<file path="config.mk">
export PLATFORM = sky130hd
export DESIGN_NAME = seq_alu
export DESIGN_NICKNAME = d
export VERILOG_FILES = /design/src/rtl/alu_pkg.sv /design/src/rtl/shift_add_mul.sv /design/src/rtl/seq_alu.sv
export SDC_FILE = /design/constraint.sdc
export NUM_CORES = 1
export LEC_CHECK = 0
export BUFFER_PORTS_ARGS = -buffer_cell sky130_fd_sc_hd__buf_2
export CAP_MARGIN = 20
export CORE_UTILIZATION = 57
export CTS_CLUSTER_SIZE = 28
export DETAILED_ROUTE_END_ITERATION = 16
export PLACE_DENSITY_LB_ADDON = 0.3
export SYNTH_ARGS = -nofsm -noshare
export SYNTH_HDL_FRONTEND = slang
export SYNTH_SLANG_ARGS = --single-unit
</file>
<file path="constraint.sdc">
create_clock -name CLK -period 5.23 [get_ports CLK]
set_input_delay 1.046 -clock CLK [delete_from_list [all_inputs] [get_ports CLK]]
set_output_delay 1.046 -clock CLK [all_outputs]
set_load 0.05 [all_outputs]
</file>
<file path="src/rtl/alu_pkg.sv">
// -----------------------------------------------------------------------------
// alu_pkg
// Shared definitions for the sequential ALU and its iterative multiplier.
//   - OP_ADD..OP_SHL : 3-bit opcodes presented on Sel
//   - state_t        : controller state encoding (ST_IDLE, ST_MUL, ST_DONE)
//   - result_width() : width of the result bus for a given operand width
// -----------------------------------------------------------------------------
package alu_pkg;

    localparam logic [2:0] OP_ADD = 3'b000;
    localparam logic [2:0] OP_SUB = 3'b001;
    localparam logic [2:0] OP_AND = 3'b010;
    localparam logic [2:0] OP_OR  = 3'b011;
    localparam logic [2:0] OP_XOR = 3'b100;
    localparam logic [2:0] OP_MUL = 3'b101;
    localparam logic [2:0] OP_INC = 3'b110;
    localparam logic [2:0] OP_SHL = 3'b111;

    typedef enum logic [1:0] {
        ST_IDLE = 2'd0,
        ST_MUL  = 2'd1,
        ST_DONE = 2'd2
    } state_t;

    // The result bus is twice the operand width so that ADD carry, MUL and
    // SHL never lose bits.
    function automatic int result_width(input int width);
        return 2 * width;
    endfunction

endpackage

</file>
<file path="src/rtl/shift_add_mul.sv">
// -----------------------------------------------------------------------------
// shift_add_mul
// Iterative unsigned shift-add multiplier, one multiplier bit per clock,
// LSB first. A Start pulse loads the operands and clears the accumulator and
// bit counter; Width clock edges later the product is complete.
//
// Ports:
//   CLK      in   clock, rising edge
//   RST      in   synchronous active-low reset
//   Start    in   load Mcand/Mplier and begin a new multiplication
//   Mcand    in   [Width-1:0]   multiplicand, unsigned
//   Mplier   in   [Width-1:0]   multiplier, unsigned
//   Done     out  high during the cycle whose rising edge retires the last bit
//   Product  out  [2*Width-1:0] accumulator value after the current step;
//                 equals Mcand*Mplier whenever Done is high
//
// Done and Product are combinational so the owner can capture the finished
// product on the same edge that processes the final bit, giving a total
// latency of Width edges after Start.
// -----------------------------------------------------------------------------
module shift_add_mul
    import alu_pkg::*;
#(
    parameter int Width = 8
) (
    input  logic                                CLK,
    input  logic                                RST,
    input  logic                                Start,
    input  logic [Width-1:0]                    Mcand,
    input  logic [Width-1:0]                    Mplier,
    output logic                                Done,
    output logic [result_width(Width)-1:0]      Product
);

    localparam int RW = result_width(Width);
    localparam int CW = $clog2(Width);

    logic [RW-1:0]    mcand_q;   // multiplicand, shifted left once per step
    logic [Width-1:0] mplier_q;  // multiplier, shifted right once per step
    logic [RW-1:0]    acc_q;     // partial product
    logic [CW-1:0]    cnt_q;     // index of the bit being examined
    logic             busy_q;

    logic [RW-1:0]    addend;
    logic [RW-1:0]    acc_next;

    assign addend   = mplier_q[0] ? mcand_q : '0;
    assign acc_next = acc_q + addend;

    assign Done    = busy_q && (cnt_q == CW'(Width - 1));
    assign Product = acc_next;

    always_ff @(posedge CLK) begin
        if (!RST) begin
            mcand_q  <= '0;
            mplier_q <= '0;
            acc_q    <= '0;
            cnt_q    <= '0;
            busy_q   <= 1'b0;
        end else if (Start) begin
            mcand_q  <= {{Width{1'b0}}, Mcand};
            mplier_q <= Mplier;
            acc_q    <= '0;
            cnt_q    <= '0;
            busy_q   <= 1'b1;
        end else if (busy_q) begin
            // NOTE: non-blocking assignments so every register here samples
            // the pre-edge values of the others, as real flip-flops do.
            acc_q    <= acc_next;
            mcand_q  <= mcand_q << 1;
            mplier_q <= mplier_q >> 1;
            // Width is a power of two, so the counter wraps back to zero on
            // the final step without extra logic.
            cnt_q    <= cnt_q + CW'(1);
            if (Done) begin
                busy_q <= 1'b0;
            end
        end
    end

endmodule

</file>
<file path="src/rtl/seq_alu.sv">
// -----------------------------------------------------------------------------
// seq_alu
// Registered ALU with valid/ready handshakes on both sides and one operation
// in flight. Seven ops complete in one cycle; MUL runs through the iterative
// shift_add_mul and completes Width cycles after its accept edge.
//
// Ports:
//   CLK        in   clock, rising edge
//   RST        in   synchronous active-low reset
//   In_Valid   in   request valid
//   In_Ready   out  request can be accepted (IDLE and not in reset)
//   A, B       in   [Width-1:0] unsigned operands
//   Sel        in   [2:0] opcode (see alu_pkg)
//   Out_Valid  out  result valid, held until Out_Ready
//   Out_Ready  in   consumer takes the result
//   Out        out  [2*Width-1:0] result
//   Zero       out  Out == 0, meaningful only with Out_Valid
//
// Width must be a power of two and at least 2.
// -----------------------------------------------------------------------------
module seq_alu
    import alu_pkg::*;
#(
    parameter int Width = 8
) (
    input  logic                                CLK,
    input  logic                                RST,
    input  logic                                In_Valid,
    output logic                                In_Ready,
    input  logic [Width-1:0]                    A,
    input  logic [Width-1:0]                    B,
    input  logic [2:0]                          Sel,
    output logic                                Out_Valid,
    input  logic                                Out_Ready,
    output logic [result_width(Width)-1:0]      Out,
    output logic                                Zero
);

    localparam int RW = result_width(Width);
    localparam int SW = $clog2(Width);

    state_t        state_q;
    state_t        state_d;
    logic [RW-1:0] out_q;
    logic          zero_q;

    logic          accept;
    logic          load_single;
    logic          load_mul;
    logic [RW-1:0] single_res;

    logic          mul_start;
    logic          mul_done;
    logic [RW-1:0] mul_product;

    // -------------------------------------------------------------------------
    // Single-cycle operations. Operands are zero-extended to the result width
    // first, so ADD carries into bit Width and SUB wraps to a full-width
    // two's complement value. MUL never reaches this path.
    // -------------------------------------------------------------------------
    function automatic logic [RW-1:0] single_op(
        input logic [2:0]       op,
        input logic [Width-1:0] a,
        input logic [Width-1:0] b
    );
        logic [RW-1:0] a_ext;
        logic [RW-1:0] b_ext;
        a_ext = {{Width{1'b0}}, a};
        b_ext = {{Width{1'b0}}, b};
        case (op)
            OP_ADD:  return a_ext + b_ext;
            OP_SUB:  return a_ext - b_ext;
            OP_AND:  return a_ext & b_ext;
            OP_OR:   return a_ext | b_ext;
            OP_XOR:  return a_ext ^ b_ext;
            OP_INC:  return a_ext + RW'(1);
            // Shift amount is B mod Width; bits move into the upper half.
            OP_SHL:  return a_ext << b[SW-1:0];
            default: return '0;
        endcase
    endfunction

    assign single_res = single_op(Sel, A, B);

    // -------------------------------------------------------------------------
    // Handshake
    // -------------------------------------------------------------------------
    // In_Ready is gated by RST so that no request looks accepted on an edge
    // where reset wins.
    assign In_Ready  = RST && (state_q == ST_IDLE);
    assign accept    = In_Valid && In_Ready;
    assign Out_Valid = (state_q == ST_DONE);
    assign Out       = out_q;
    assign Zero      = zero_q;

    assign mul_start = accept && (Sel == OP_MUL);

    shift_add_mul #(
        .Width (Width)
    ) u_mul (
        .CLK     (CLK),
        .RST     (RST),
        .Start   (mul_start),
        .Mcand   (A),
        .Mplier  (B),
        .Done    (mul_done),
        .Product (mul_product)
    );

    // -------------------------------------------------------------------------
    // Next-state logic
    // -------------------------------------------------------------------------
    always_comb begin
        // NOTE: every output of this block gets a default before the case so
        // no path leaves a value unassigned and no latch is inferred.
        state_d     = state_q;
        load_single = 1'b0;
        load_mul    = 1'b0;

        case (state_q)
            ST_IDLE: begin
                if (accept) begin
                    if (Sel == OP_MUL) begin
                        state_d = ST_MUL;
                    end else begin
                        state_d     = ST_DONE;
                        load_single = 1'b1;
                    end
                end
            end

            ST_MUL: begin
                if (mul_done) begin
                    state_d  = ST_DONE;
                    load_mul = 1'b1;
                end
            end

            ST_DONE: begin
                // Returning to IDLE here, rather than accepting directly,
                // keeps In_Ready purely a function of state.
                if (Out_Ready) begin
                    state_d = ST_IDLE;
                end
            end

            default: begin
                state_d = ST_IDLE;
            end
        endcase
    end

    // -------------------------------------------------------------------------
    // State and result registers. Reset overrides everything, including an
    // in-flight multiply or an unconsumed result.
    // -------------------------------------------------------------------------
    always_ff @(posedge CLK) begin
        if (!RST) begin
            state_q <= ST_IDLE;
            out_q   <= '0;
            zero_q  <= 1'b0;
        end else begin
            state_q <= state_d;
            if (load_single) begin
                out_q  <= single_res;
                zero_q <= (single_res == '0);
            end else if (load_mul) begin
                out_q  <= mul_product;
                zero_q <= (mul_product == '0);
            end
        end
    end

endmodule

</file>
==> run summary, run 1 <==
========================================================================================================
DRC violation total after the first TritonRoute iteration .................................          293
Synthesized Nets ..........................................................................          691
Cell row count ............................................................................           33
Endpoint required time on the critical path ...............................................      5.47 ns
Combinational cell fraction of total power ................................................        0.235
Hold path depth ...........................................................................            2
Synth Cell Area ...........................................................................    5020 um^2
Vias in the first global route ............................................................         4336
Reported leakage power ....................................................................   0.00230 uW
Endpoint kind of the worst setup timing path ..............................................    flip-flop
Capture instance of the worst register-to-register path ...................................         Zero
Fill cells ................................................................................          751
Routed len/inst ...........................................................................      18.0 um
Clock root cell ........................................................................... sky130_fd_sc_hd__clkbuf_8
Global-route congestion overflow total ....................................................            0
Clock power share .........................................................................        0.331
Sequential cell area fraction in the yosys report .........................................        0.251
Total of warnings raised by yosys .........................................................            0
Setup repair after global routing missed its margin .......................................           no
Worst-case reg-to-reg path depth ..........................................................           12
Switching portion of total power ..........................................................        0.340
Max rail drop VDD .........................................................................       114 uV
Clock tree from TritonCTS .................................................................          yes
Critical path cell sequence ............................................................... buf_2 -> nor2b_1 -> nand2_1 -> nand2_1 -> ha_1 -> inv_1 -> fa_1 -> nand2b_1 -> o2bb2ai_1 -> o21bai_1 -> a21oi_1 -> xnor2_1 -> a2111oi_0 -> nand4_1 -> o21a_1 -> o41ai_2
Worst hold path endpoint .................................................................. u_mul.acc_q[12]
Post-synth top area cell .................................................................. sky130_fd_sc_hd__dfxtp_1
Final worst-path cycle share ..............................................................        0.826
Setup violations, final ...................................................................            0
Synthesis-to-layout area growth ...........................................................        8.51%
Placed insts ..............................................................................          734
Later-pin clock latency in the skew report ................................................      0.33 ns
Async SR Flop Fraction ....................................................................            0
Placeable core area .......................................................................    8380 um^2
Post-Route Setup TNS ......................................................................         0 ns
Highest net fanout along the worst path ...................................................           15
Max Fclk ..................................................................................    0.231 GHz
Final Hold Viols ..........................................................................            0
Count of state elements after synthesis ...................................................           63
Element type at the critical path start ................................................... primary input
Die extent in x ...........................................................................      95.8 um
Clock sinks ...............................................................................           63
Top cells by area, synth .................................................................. sky130_fd_sc_hd__dfxtp_1, sky130_fd_sc_hd__ha_1, sky130_fd_sc_hd__mux2i_1
Vias per inst .............................................................................         6.25
Number of cells produced by synthesis .....................................................          615
Initial standard-cell utilization of the core .............................................        0.598
Dominant register cell in the synthesized netlist ......................................... sky130_fd_sc_hd__dfxtp_1
Maximum number of pins on one net before global-route repair ..............................           36
Drt first pass iters ......................................................................            5
Slack of the worst reg-to-reg path ........................................................      1.58 ns
Cell-internal power .......................................................................       761 uW
Seq pwr share .............................................................................        0.434
Area enclosed by the die boundary .........................................................    9180 um^2
Most common cell in the synthesized netlist ............................................... sky130_fd_sc_hd__nor2_1
Run status ................................................................................ complete, no violations
Inserted Diodes ...........................................................................            0
Number of flops mapped to enable cells by yosys ...........................................            0
Core Util, Final ..........................................................................        0.649
Slew at the pin closest to its max-slew limit .............................................      1.15 ns
Number of buffers inserted during clock tree synthesis ....................................            9
Hold wc startpoint ........................................................................ u_mul.acc_q[12]
Cell Pwr Density ..........................................................................  212 nW/um^2
Global-route wire length before repair ....................................................     21600 um
Post-synth top cells ...................................................................... sky130_fd_sc_hd__nor2_1, sky130_fd_sc_hd__dfxtp_1, sky130_fd_sc_hd__ha_1, sky130_fd_sc_hd__a21oi_1, sky130_fd_sc_hd__mux2i_1
Port Buffers ..............................................................................           41
Final HPWL DP .............................................................................     10300 um
Aggregate global-route resource usage .....................................................        0.308
Chip height ...............................................................................      95.8 um
Worst path slowest cell ................................................................... sky130_fd_sc_hd__a2111oi_0
Post-route worst hold slack ...............................................................     0.500 ns
Number of nets at the end of the flow .....................................................          717
Post-CTS setup buffer count ...............................................................            0
Antenna violations before repair ..........................................................            0
Path type of the worst min-delay path ..................................................... flip-flop to flip-flop
Non-filler instance count after layout ....................................................          751
Switching Power ...........................................................................       391 uW
Worst slew margin relative to its limit ...................................................        0.231
Top-level port count ......................................................................           42
DRT Wirelength ............................................................................     13500 um
Number of antenna-violating nets in the routed design .....................................            0
Setup Crit Path Kind ...................................................................... primary input to flip-flop
Share of cells above drive strength 1 .....................................................        0.122
Post-cts gate resize count ................................................................            0
Gp weighted congestion ....................................................................        0.999
Fin crit period ...........................................................................      4.32 ns
Synthesized area per cell .................................................................    8.16 um^2
Number of pins exceeding their max-slew limit in the final report .........................            0
Unique cell type count in the Yosys netlist ...............................................           67
Post-CTS clock slew at the launch and capture registers of the worst setup and hold paths .      0.07 ns
Hold buffer count at CTS ..................................................................            0
Via count .................................................................................         4690
Number of maximum-capacitance constraint violations .......................................            0
Worst path max stage delay ................................................................      0.72 ns
Reg2reg start ............................................................................. u_mul.mplier_q[0]
Number of H-tree levels ...................................................................            3
Post-Route Skew ...........................................................................   0.00411 ns
Detailed-route DRC error count ............................................................            0
Most common cell type on the critical path ................................................ sky130_fd_sc_hd__nand2_1
Area fraction of the dominant cell type after synthesis ...................................        0.251
Clock Path Buffers ........................................................................            2
Arrival time of data at the critical path endpoint ........................................      4.56 ns
========================================================================================================
## power by group through the flow
stage / Clock [uW] / Sequential, uW / Combinational (uW)
2_1_floorplan: 0 / 529 / 175
3_3_place_gp: 0 / 510 / 259
4_1_cts: 384 / 499 / 264
5_1_grt: 406 / 501 / 294
3_5_place_dp: 0 / 511 / 262
6_report: 381 / 500 / 271
## layout make-up
cell class	instances	area (um^2)	area share
sequential	63	1260	0.232
multi-input combinational	486	3480	0.640
timing repair buffer	46	260	0.0478
inverter	35	131	0.0241
clock inverter	7	48.8	0.00897
tap	105	131	0.0241
clock buffer	9	124	0.0228
## critical path: cells and delay by family
kind,cells,cell delay [ns]
buf+inv,2,0.28
xor+xnor,1,0.14
fa+ha+maj,2,0.57
simple gates,5,1.09
compound gates,6,1.43
## registers in the layout, summed over array words and instances (netlist names)
name / flops
Out: 16
u_mul.acc_q: 16
u_mul.mcand_q: 16
u_mul.mplier_q: 8
u_mul.cnt_q: 3
state_q: 2
Zero: 1
u_mul.busy_q: 1
## layer usage
| layer | track usage | vias to the layer above | part of all wire |
|---|---|---|---|
| met4 | 0.0933 | 0 | 0.024 |
| met2 | 0.539 | 220 | 0.47 |
| met3 | 0.0395 | 33 | 0.059 |
| met1 | 0.395 | 2162 | 0.44 |
| li1 | - | 2275 | - |
| met5 | 0 | - | 0 |
## how the worst max path moves through the flow
stage / startpoint / to / slack [ns] / depth (start not counted)
after floorplan: Sel[1] / Zero / 1.33 / 16
after global placement: Sel[2] / Out[6] / 1.01 / 16
after detailed placement: Sel[2] / Zero / 0.77 / 16
after CTS: Sel[2] / Zero / 1.10 / 16
after global routing: Sel[2] / Out[6] / 0.57 / 16
final: Sel[2] / Zero / 0.91 / 16
## kinds of logic after synthesis
group,Yosys count,synth area share
compound gates,159,0.218
xor+xnor,26,0.0454
fa+ha+maj,53,0.137
buf+inv,66,0.0539
flops,63,0.251
mux,48,0.102
simple gates,200,0.193
## cells in the final DEF (no fill, tap or decap), types with 12 or more instances in the layout
cell	synthesis	final
sky130_fd_sc_hd__a211oi_1	22	22
sky130_fd_sc_hd__nor2_1	79	79
sky130_fd_sc_hd__xnor2_1	19	19
sky130_fd_sc_hd__mux2i_1	42	42
sky130_fd_sc_hd__nand2b_1	12	12
sky130_fd_sc_hd__ha_1	50	50
sky130_fd_sc_hd__a22oi_1	12	12
sky130_fd_sc_hd__inv_1	35	35
sky130_fd_sc_hd__nand3_1	12	12
sky130_fd_sc_hd__nand2_1	37	37
sky130_fd_sc_hd__dfxtp_1	63	62
sky130_fd_sc_hd__a221oi_1	12	12
sky130_fd_sc_hd__o21ai_0	20	20
sky130_fd_sc_hd__a21oi_1	43	43
sky130_fd_sc_hd__and2_1	16	16
sky130_fd_sc_hd__buf_2	0	42
## metrics by stage
step / power (uW) / setup slack [ns] / area [um^2]
after CTS: 1150 / 1.10 / 5420
after floorplan: 704 / 1.33 / 5020
final: 1150 / 0.909 / 5440
after global placement: 769 / 1.01 / 5240
after detailed placement: 773 / 0.770 / 5240
after global routing: 1200 / 0.572 / 5440
(Power assumes the default switching activity.)
==> inputs of run 2 (changes only) <==
--- a/config.mk
+++ b/config.mk
@@ -5,9 +5,10 @@
 export SDC_FILE = /design/constraint.sdc
 export NUM_CORES = 1
 export LEC_CHECK = 0
+export ABC_AREA = 1
 export BUFFER_PORTS_ARGS = -buffer_cell sky130_fd_sc_hd__buf_2
 export CAP_MARGIN = 20
-export CORE_UTILIZATION = 57
+export CORE_UTILIZATION = 56
 export CTS_CLUSTER_SIZE = 28
 export DETAILED_ROUTE_END_ITERATION = 16
 export PLACE_DENSITY_LB_ADDON = 0.3
==> constraint.sdc (replaced) <==
create_clock -name CLK -period 3.6 [get_ports CLK]
set_input_delay 0.72 -clock CLK [delete_from_list [all_inputs] [get_ports CLK]]
set_output_delay 0.72 -clock CLK [all_outputs]
set_load 0.05 [all_outputs]
==> run summary, run 2 <==
========================================================================================================
Maximum number of pins on one net before global-route repair ..............................           50
Setup violations, final ...................................................................            0
Most common cell in the synthesized netlist ............................................... sky130_fd_sc_hd__nand2_1
Number of maximum-capacitance constraint violations .......................................            0
Element type at the critical path start ...................................................    flip-flop
Fin crit period ...........................................................................      2.73 ns
Area enclosed by the die boundary .........................................................    9890 um^2
Chip height ...............................................................................      99.4 um
Die extent in x ...........................................................................      99.4 um
Sequential cell area ......................................................................    1260 um^2
Final HPWL DP .............................................................................     12300 um
DRT Wirelength ............................................................................     15700 um
Antenna violations before repair ..........................................................            0
Met3 routed WL ............................................................................      1460 um
Number of pins exceeding their max-slew limit in the final report .........................            0
Top cells by area, synth .................................................................. sky130_fd_sc_hd__dfxtp_1, sky130_fd_sc_hd__nand2_1, sky130_fd_sc_hd__ha_1
Metal1 wirelength .........................................................................      7290 um
Cell Pwr Density ..........................................................................  295 nW/um^2
DRC violation total after the first TritonRoute iteration .................................          476
Number of buffers inserted during clock tree synthesis ....................................            9
Post-CTS setup buffer count ...............................................................            0
Unique cell type count in the Yosys netlist ...............................................           38
Area fraction of the dominant cell type after synthesis ...................................        0.237
Multiplexer share of the synthesized area .................................................            0
Dominant combinational cell family by area after synthesis ................................ simple AND/OR/NAND/NOR gates
Async SR Flop Fraction ....................................................................            0
Number of H-tree levels ...................................................................            3
Path type of the worst min-delay path ..................................................... flip-flop to flip-flop
Routed len/inst ...........................................................................      15.4 um
Global-route wire length before repair ....................................................     24800 um
Aggregate global-route resource usage .....................................................        0.324
Synthesis-to-layout area growth ...........................................................        8.26%
Post-CTS clock slew at the launch and capture registers of the worst setup and hold paths .      0.08 ns
Post-synthesis share of cell area spent on full adders, half adders and majority gates ....        0.129
Number of nets at the end of the flow .....................................................          978
Max rail drop VDD .........................................................................       228 uV
Most frequent standard cell in the layout excluding fill and tap cells .................... sky130_fd_sc_hd__nand2_1
Via count .................................................................................         5748
Post-Route Skew ...........................................................................    0.0103 ns
Slew at the pin closest to its max-slew limit .............................................     0.781 ns
Endpoint required time on the critical path ...............................................      3.84 ns
Synthesized area per cell .................................................................    6.11 um^2
Top-level port count ......................................................................           42
Run status ................................................................................ complete, no violations
Xor/xnor cell area share of the yosys netlist .............................................       0.0115
Leading cell types in the layout, fill and taps excluded .................................. sky130_fd_sc_hd__nand2_1, sky130_fd_sc_hd__inv_1, sky130_fd_sc_hd__nor2_1
Number of antenna-violating nets in the routed design .....................................            0
Final Hold Viols ..........................................................................            0
Gp weighted congestion ....................................................................        0.985
Highest net fanout along the worst path ...................................................            8
Number of flops mapped to enable cells by yosys ...........................................            0
Vias in the first global route ............................................................         4999
Worst slew margin relative to its limit ...................................................        0.477
Clock Path Buffers ........................................................................            2
Later-pin clock latency in the skew report ................................................      0.34 ns
Area used by multi-input combinational logic ..............................................    3470 um^2
Endpoint kind of the worst setup timing path ..............................................    flip-flop
Vias per inst .............................................................................         5.65
Synthesized-area fraction occupied by ao, oa, aoi and oai cells ...........................        0.124
Met2 WL ...................................................................................      6730 um
Clock tree from TritonCTS .................................................................          yes
Post-synthesis share of cell area spent on and, or, nand and nor gates ....................        0.389
Inserted Diodes ...........................................................................            0
Placeable core area .......................................................................    9200 um^2
Setup repair after global routing missed its margin .......................................           no
Number of cells produced by synthesis .....................................................          870
Drt first pass iters ......................................................................            9
Clock root cell ........................................................................... sky130_fd_sc_hd__clkbuf_8
Count of state elements after synthesis ...................................................           63
Reported leakage power ....................................................................   0.00303 uW
Setup Crit Path Kind ...................................................................... flip-flop to flip-flop
Global-route congestion overflow total ....................................................            0
Clock sinks ...............................................................................           63
Arrival time of data at the critical path endpoint ........................................      2.98 ns
Initial standard-cell utilization of the core .............................................        0.578
Hold buffer count at CTS ..................................................................            0
Post-synth top cells ...................................................................... sky130_fd_sc_hd__nand2_1, sky130_fd_sc_hd__inv_1, sky130_fd_sc_hd__nor2_1, sky130_fd_sc_hd__nand3_1, sky130_fd_sc_hd__dfxtp_1
Core Util, Final ..........................................................................        0.626
Share of cells above drive strength 1 .....................................................       0.0893
Detailed-route DRC error count ............................................................            0
Sequential cell area fraction in the yosys report .........................................        0.237
Slack of the worst reg-to-reg path ........................................................      0.87 ns
Final worst-path cycle share ..............................................................        0.759
Total of warnings raised by yosys .........................................................            0
Post-route worst hold slack ...............................................................     0.466 ns
Synth Cell Area ...........................................................................    5320 um^2
Synthesized Nets ..........................................................................          946
Cell row count ............................................................................           35
Port Buffers ..............................................................................           41
Dominant register cell in the synthesized netlist ......................................... sky130_fd_sc_hd__dfxtp_1
Uppermost routed layer ....................................................................         met4
Max Fclk ..................................................................................    0.366 GHz
Post-Route Setup TNS ......................................................................         0 ns
Post-cts gate resize count ................................................................            0
Post-synth top area cell .................................................................. sky130_fd_sc_hd__dfxtp_1
Fill cells ................................................................................          926
========================================================================================================
## run 2: kinds of logic after synthesis
| family | count (synthesis) |
|---|---|
| xor gates and xnor gates | 7 |
| buffers and inverters | 147 |
| and+or+nand+nor | 483 |
| DFF | 63 |
| adders and majority gates | 53 |
| AOI/OAI and AO/OA | 117 |
## run 2: worst paths after layout
| kind | cells past startpoint | startpoint | to |
|---|---|---|---|
| setup / recovery | 16 | u_mul.mplier_q[0] | Zero |
| hold / removal | 2 | u_mul.mcand_q[15] | u_mul.mcand_q[15] |
| hold reg to reg | 2 | u_mul.mcand_q[15] | u_mul.mcand_q[15] |
| setup reg to reg | 16 | u_mul.mplier_q[0] | Zero |
## run 2: final cells by class
type / instances / area share
well taps: 111 / 0.0241
multi-input cells: 660 / 0.604
clock inverters: 7 / 0.00913
repair buffers: 47 / 0.0435
inverters: 121 / 0.0789
clock buffers: 9 / 0.0215
flip-flops and latches: 63 / 0.219
## run 2: where the power goes
| group | leakage [uW] | internal (uW) | switching, uW |
|---|---|---|---|
| sequential | 0.000509 | 711 | 8.33 |
| clock | 0.0000908 | 257 | 324 |
| combinational | 0.00243 | 119 | 279 |
## run 2: routing by layer
layer | vias up | track usage
met5 | - | 0
met4 | 0 | 0.0792
met3 | 29 | 0.0801
met2 | 244 | 0.495
met1 | 2600 | 0.459
li1 | 2875 | -
## run 2: metrics by stage
step	total power, uW	setup WS, ns	std cells	cell area, um^2
floorplan	1010	0.859	870	5320
global placement	1120	0.665	1002	5580
detailed placement	1120	0.594	1002	5580
CTS	1690	0.895	1018	5760
global route	1780	0.657	1018	5760
finish	1700	0.869	1018	5760
## run 2: worst max-delay path, stage by stage (launching register included)
cell and delay, ns:
sky130_fd_sc_hd__dfxtp_1 0.50, sky130_fd_sc_hd__nand2_1 0.08, sky130_fd_sc_hd__inv_1 0.07, sky130_fd_sc_hd__ha_1 0.17
sky130_fd_sc_hd__inv_1 0.06, sky130_fd_sc_hd__fa_1 0.41, sky130_fd_sc_hd__inv_1 0.10, sky130_fd_sc_hd__nand3_1 0.10
sky130_fd_sc_hd__nand2_1 0.16, sky130_fd_sc_hd__nand4_1 0.13, sky130_fd_sc_hd__nand3_1 0.13, sky130_fd_sc_hd__nand3_1 0.08
sky130_fd_sc_hd__nand2_1 0.07, sky130_fd_sc_hd__xor2_1 0.28, sky130_fd_sc_hd__nor2_1 0.14, sky130_fd_sc_hd__nor2_1 0.12
sky130_fd_sc_hd__nor2_1 0.04
==> inputs of run 3 (changes only) <==
==> constraint.sdc (replaced) <==
create_clock -name CLK -period 2.2 [get_ports CLK]
set_input_delay 0.44 -clock CLK [delete_from_list [all_inputs] [get_ports CLK]]
set_output_delay 0.44 -clock CLK [all_outputs]
set_load 0.05 [all_outputs]
==> run summary, run 3 (same netlist as run 2, synthesis figures left out) <==
========================================================================================================
Run status ................................................................................ finished, violations left
Violated checks ........................................................................... negative setup slack
Finished layout cell area .................................................................    7050 um^2
Initial standard-cell utilization of the core .............................................        0.578
Final HPWL DP .............................................................................     13400 um
Port Buffers ..............................................................................           41
Vias in the first global route ............................................................         5760
Clock sinks ...............................................................................           63
Later-pin clock latency in the skew report ................................................      0.36 ns
Worst slew margin relative to its limit ...................................................        0.447
Global-route congestion overflow total ....................................................            0
DRC violation total after the first TritonRoute iteration .................................          635
Cell Pwr Density ..........................................................................  455 nW/um^2
Gp weighted congestion ....................................................................        0.971
Number of maximum-capacitance constraint violations .......................................            0
Vias per inst .............................................................................         5.73
Cell row count ............................................................................           35
Slew at the pin closest to its max-slew limit .............................................     0.829 ns
Number of antenna-violating nets in the routed design .....................................            0
Chip height ...............................................................................      99.4 um
Die extent in x ...........................................................................      99.4 um
Placement-stage cell area .................................................................    6540 um^2
Leading cell types in the layout, fill and taps excluded .................................. sky130_fd_sc_hd__nand2_1, sky130_fd_sc_hd__buf_4, sky130_fd_sc_hd__inv_1
Clock root cell ........................................................................... sky130_fd_sc_hd__clkbuf_8
Placed insts ..............................................................................         1126
Arrival time of data at the critical path endpoint ........................................      2.68 ns
Placeable core area .......................................................................    9200 um^2
Synthesis-to-layout area growth ...........................................................        32.7%
Maximum number of pins on one net before global-route repair ..............................           30
Number of pins exceeding their max-slew limit in the final report .........................            0
Via count .................................................................................         6554
Non-filler instance count after layout ....................................................         1144
Sequential cell area ......................................................................    1260 um^2
Path type of the worst min-delay path ..................................................... primary input to flip-flop
Endpoint kind of the worst setup timing path ..............................................    flip-flop
Routed len/inst ...........................................................................      16.3 um
Max rail drop VDD .........................................................................       420 uV
Most frequent standard cell in the layout excluding fill and tap cells .................... sky130_fd_sc_hd__nand2_1
Total Power Consumption ...................................................................      3210 uW
Aggregate global-route resource usage .....................................................        0.351
Worst setup slack after layout ............................................................    -0.192 ns
Share of cells above drive strength 1 .....................................................        0.257
Element type at the critical path start ...................................................    flip-flop
Drt first pass iters ......................................................................            7
Fin crit period ...........................................................................      2.39 ns
Top-level port count ......................................................................           42
Max Fclk ..................................................................................    0.418 GHz
Number of H-tree levels ...................................................................            3
Global-route wire length before repair ....................................................     27100 um
Setup violations, final ...................................................................            5
Final Hold Viols ..........................................................................            0
Post-CTS clock slew at the launch and capture registers of the worst setup and hold paths .      0.09 ns
Hold buffer count at CTS ..................................................................            0
Endpoint required time on the critical path ...............................................      2.49 ns
Reported leakage power ....................................................................   0.00366 uW
Area enclosed by the die boundary .........................................................    9890 um^2
Post-Route Skew ...........................................................................    0.0160 ns
Area used by multi-input combinational logic ..............................................    3760 um^2
Antenna violations before repair ..........................................................            0
DRT Wirelength ............................................................................     18600 um
Number of nets at the end of the flow .....................................................         1104
Clock Path Buffers ........................................................................            2
Clock tree from TritonCTS .................................................................          yes
Number of buffers inserted during clock tree synthesis ....................................            9
Setup repair after global routing missed its margin .......................................          yes
Inserted Diodes ...........................................................................            0
Final worst-path cycle share ..............................................................         1.09
Post-Route Setup TNS ......................................................................    -0.413 ns
Detailed-route DRC error count ............................................................            0
Highest net fanout along the worst path ...................................................           11
Setup Crit Path Kind ...................................................................... flip-flop to flip-flop
Fill cells ................................................................................          676
========================================================================================================
run 3: cell types whose count changed in the layout (fill, tap and decap cells not counted), sizes merged:
cell,before,now
clkinv,2,1
bufinv,0,2
buf,47,173
clkinvlp,1,0
run 3: area by class of cell:
type,count,area share
clock buffer,9,0.0176
timing repair buffer,173,0.172
clock inverter,7,0.0142
inverter,121,0.0644
multi-input combinational,660,0.533
sequential,63,0.179
tap,111,0.0197
run 3: timing repair:
action	4_1_cts	5_1_grt
gates resized for setup	8	53
setup buffers	1	1
pin swaps	4	6
setup endpoints to repair	3	19
run 3: path summary, 6_finish.rpt:
kind,startpoint,end,slack [ns],cells after the start
max,u_mul.mplier_q[0],Zero,-0.19,17
min,Out_Ready,state_q[1],0.36,4
max reg2reg,u_mul.mplier_q[0],Zero,-0.19,17
min reg2reg,Out[8],Out[8],0.48,2
run 3: per-stage QoR:
step           setup slack (ns)  hold WS (ns)  utilization
4_1_cts                 -0.0959         0.354        0.738
3_3_place_gp             -0.232         0.448        0.711
5_1_grt                  -0.361         0.380        0.767
2_1_floorplan           -0.0814         0.440            -
6_report                 -0.192         0.356        0.767
3_5_place_dp             -0.328         0.455        0.711
run 3: report_power, final:
part / switching [uW] / internal (uW) / leakage [uW]
combinational: 510 / 343 / 0.00304
sequential: 15.7 / 1160 / 0.000510
clock: 524 / 652 / 0.000115
total: 1050 / 2160 / 0.00366
run 3: critical path, cell delays in order (launching register included):
cell and delay, ns:
sky130_fd_sc_hd__dfxtp_2 0.34, sky130_fd_sc_hd__buf_4 0.17, sky130_fd_sc_hd__nand2_1 0.07, sky130_fd_sc_hd__inv_1 0.06, sky130_fd_sc_hd__ha_2 0.38, sky130_fd_sc_hd__nand2_1 0.11, sky130_fd_sc_hd__inv_1 0.12, sky130_fd_sc_hd__buf_4 0.12
sky130_fd_sc_hd__nand3_1 0.11, sky130_fd_sc_hd__nand2_1 0.11, sky130_fd_sc_hd__nand2_1 0.07, sky130_fd_sc_hd__nand2_1 0.08, sky130_fd_sc_hd__nand3_1 0.08, sky130_fd_sc_hd__nor2_1 0.12, sky130_fd_sc_hd__nand4_1 0.12, sky130_fd_sc_hd__nor2_2 0.13
sky130_fd_sc_hd__nor2_1 0.06, sky130_fd_sc_hd__nor2_1 0.07
run 3: per-layer routing:
metal / GRT usage / wire, um / share of wire
met5: 0 / 0 / 0
met4: 0.128 / 758 / 0.041
met3: 0.0822 / 2110 / 0.11
met2: 0.548 / 8170 / 0.44
met1: 0.472 / 7590 / 0.41
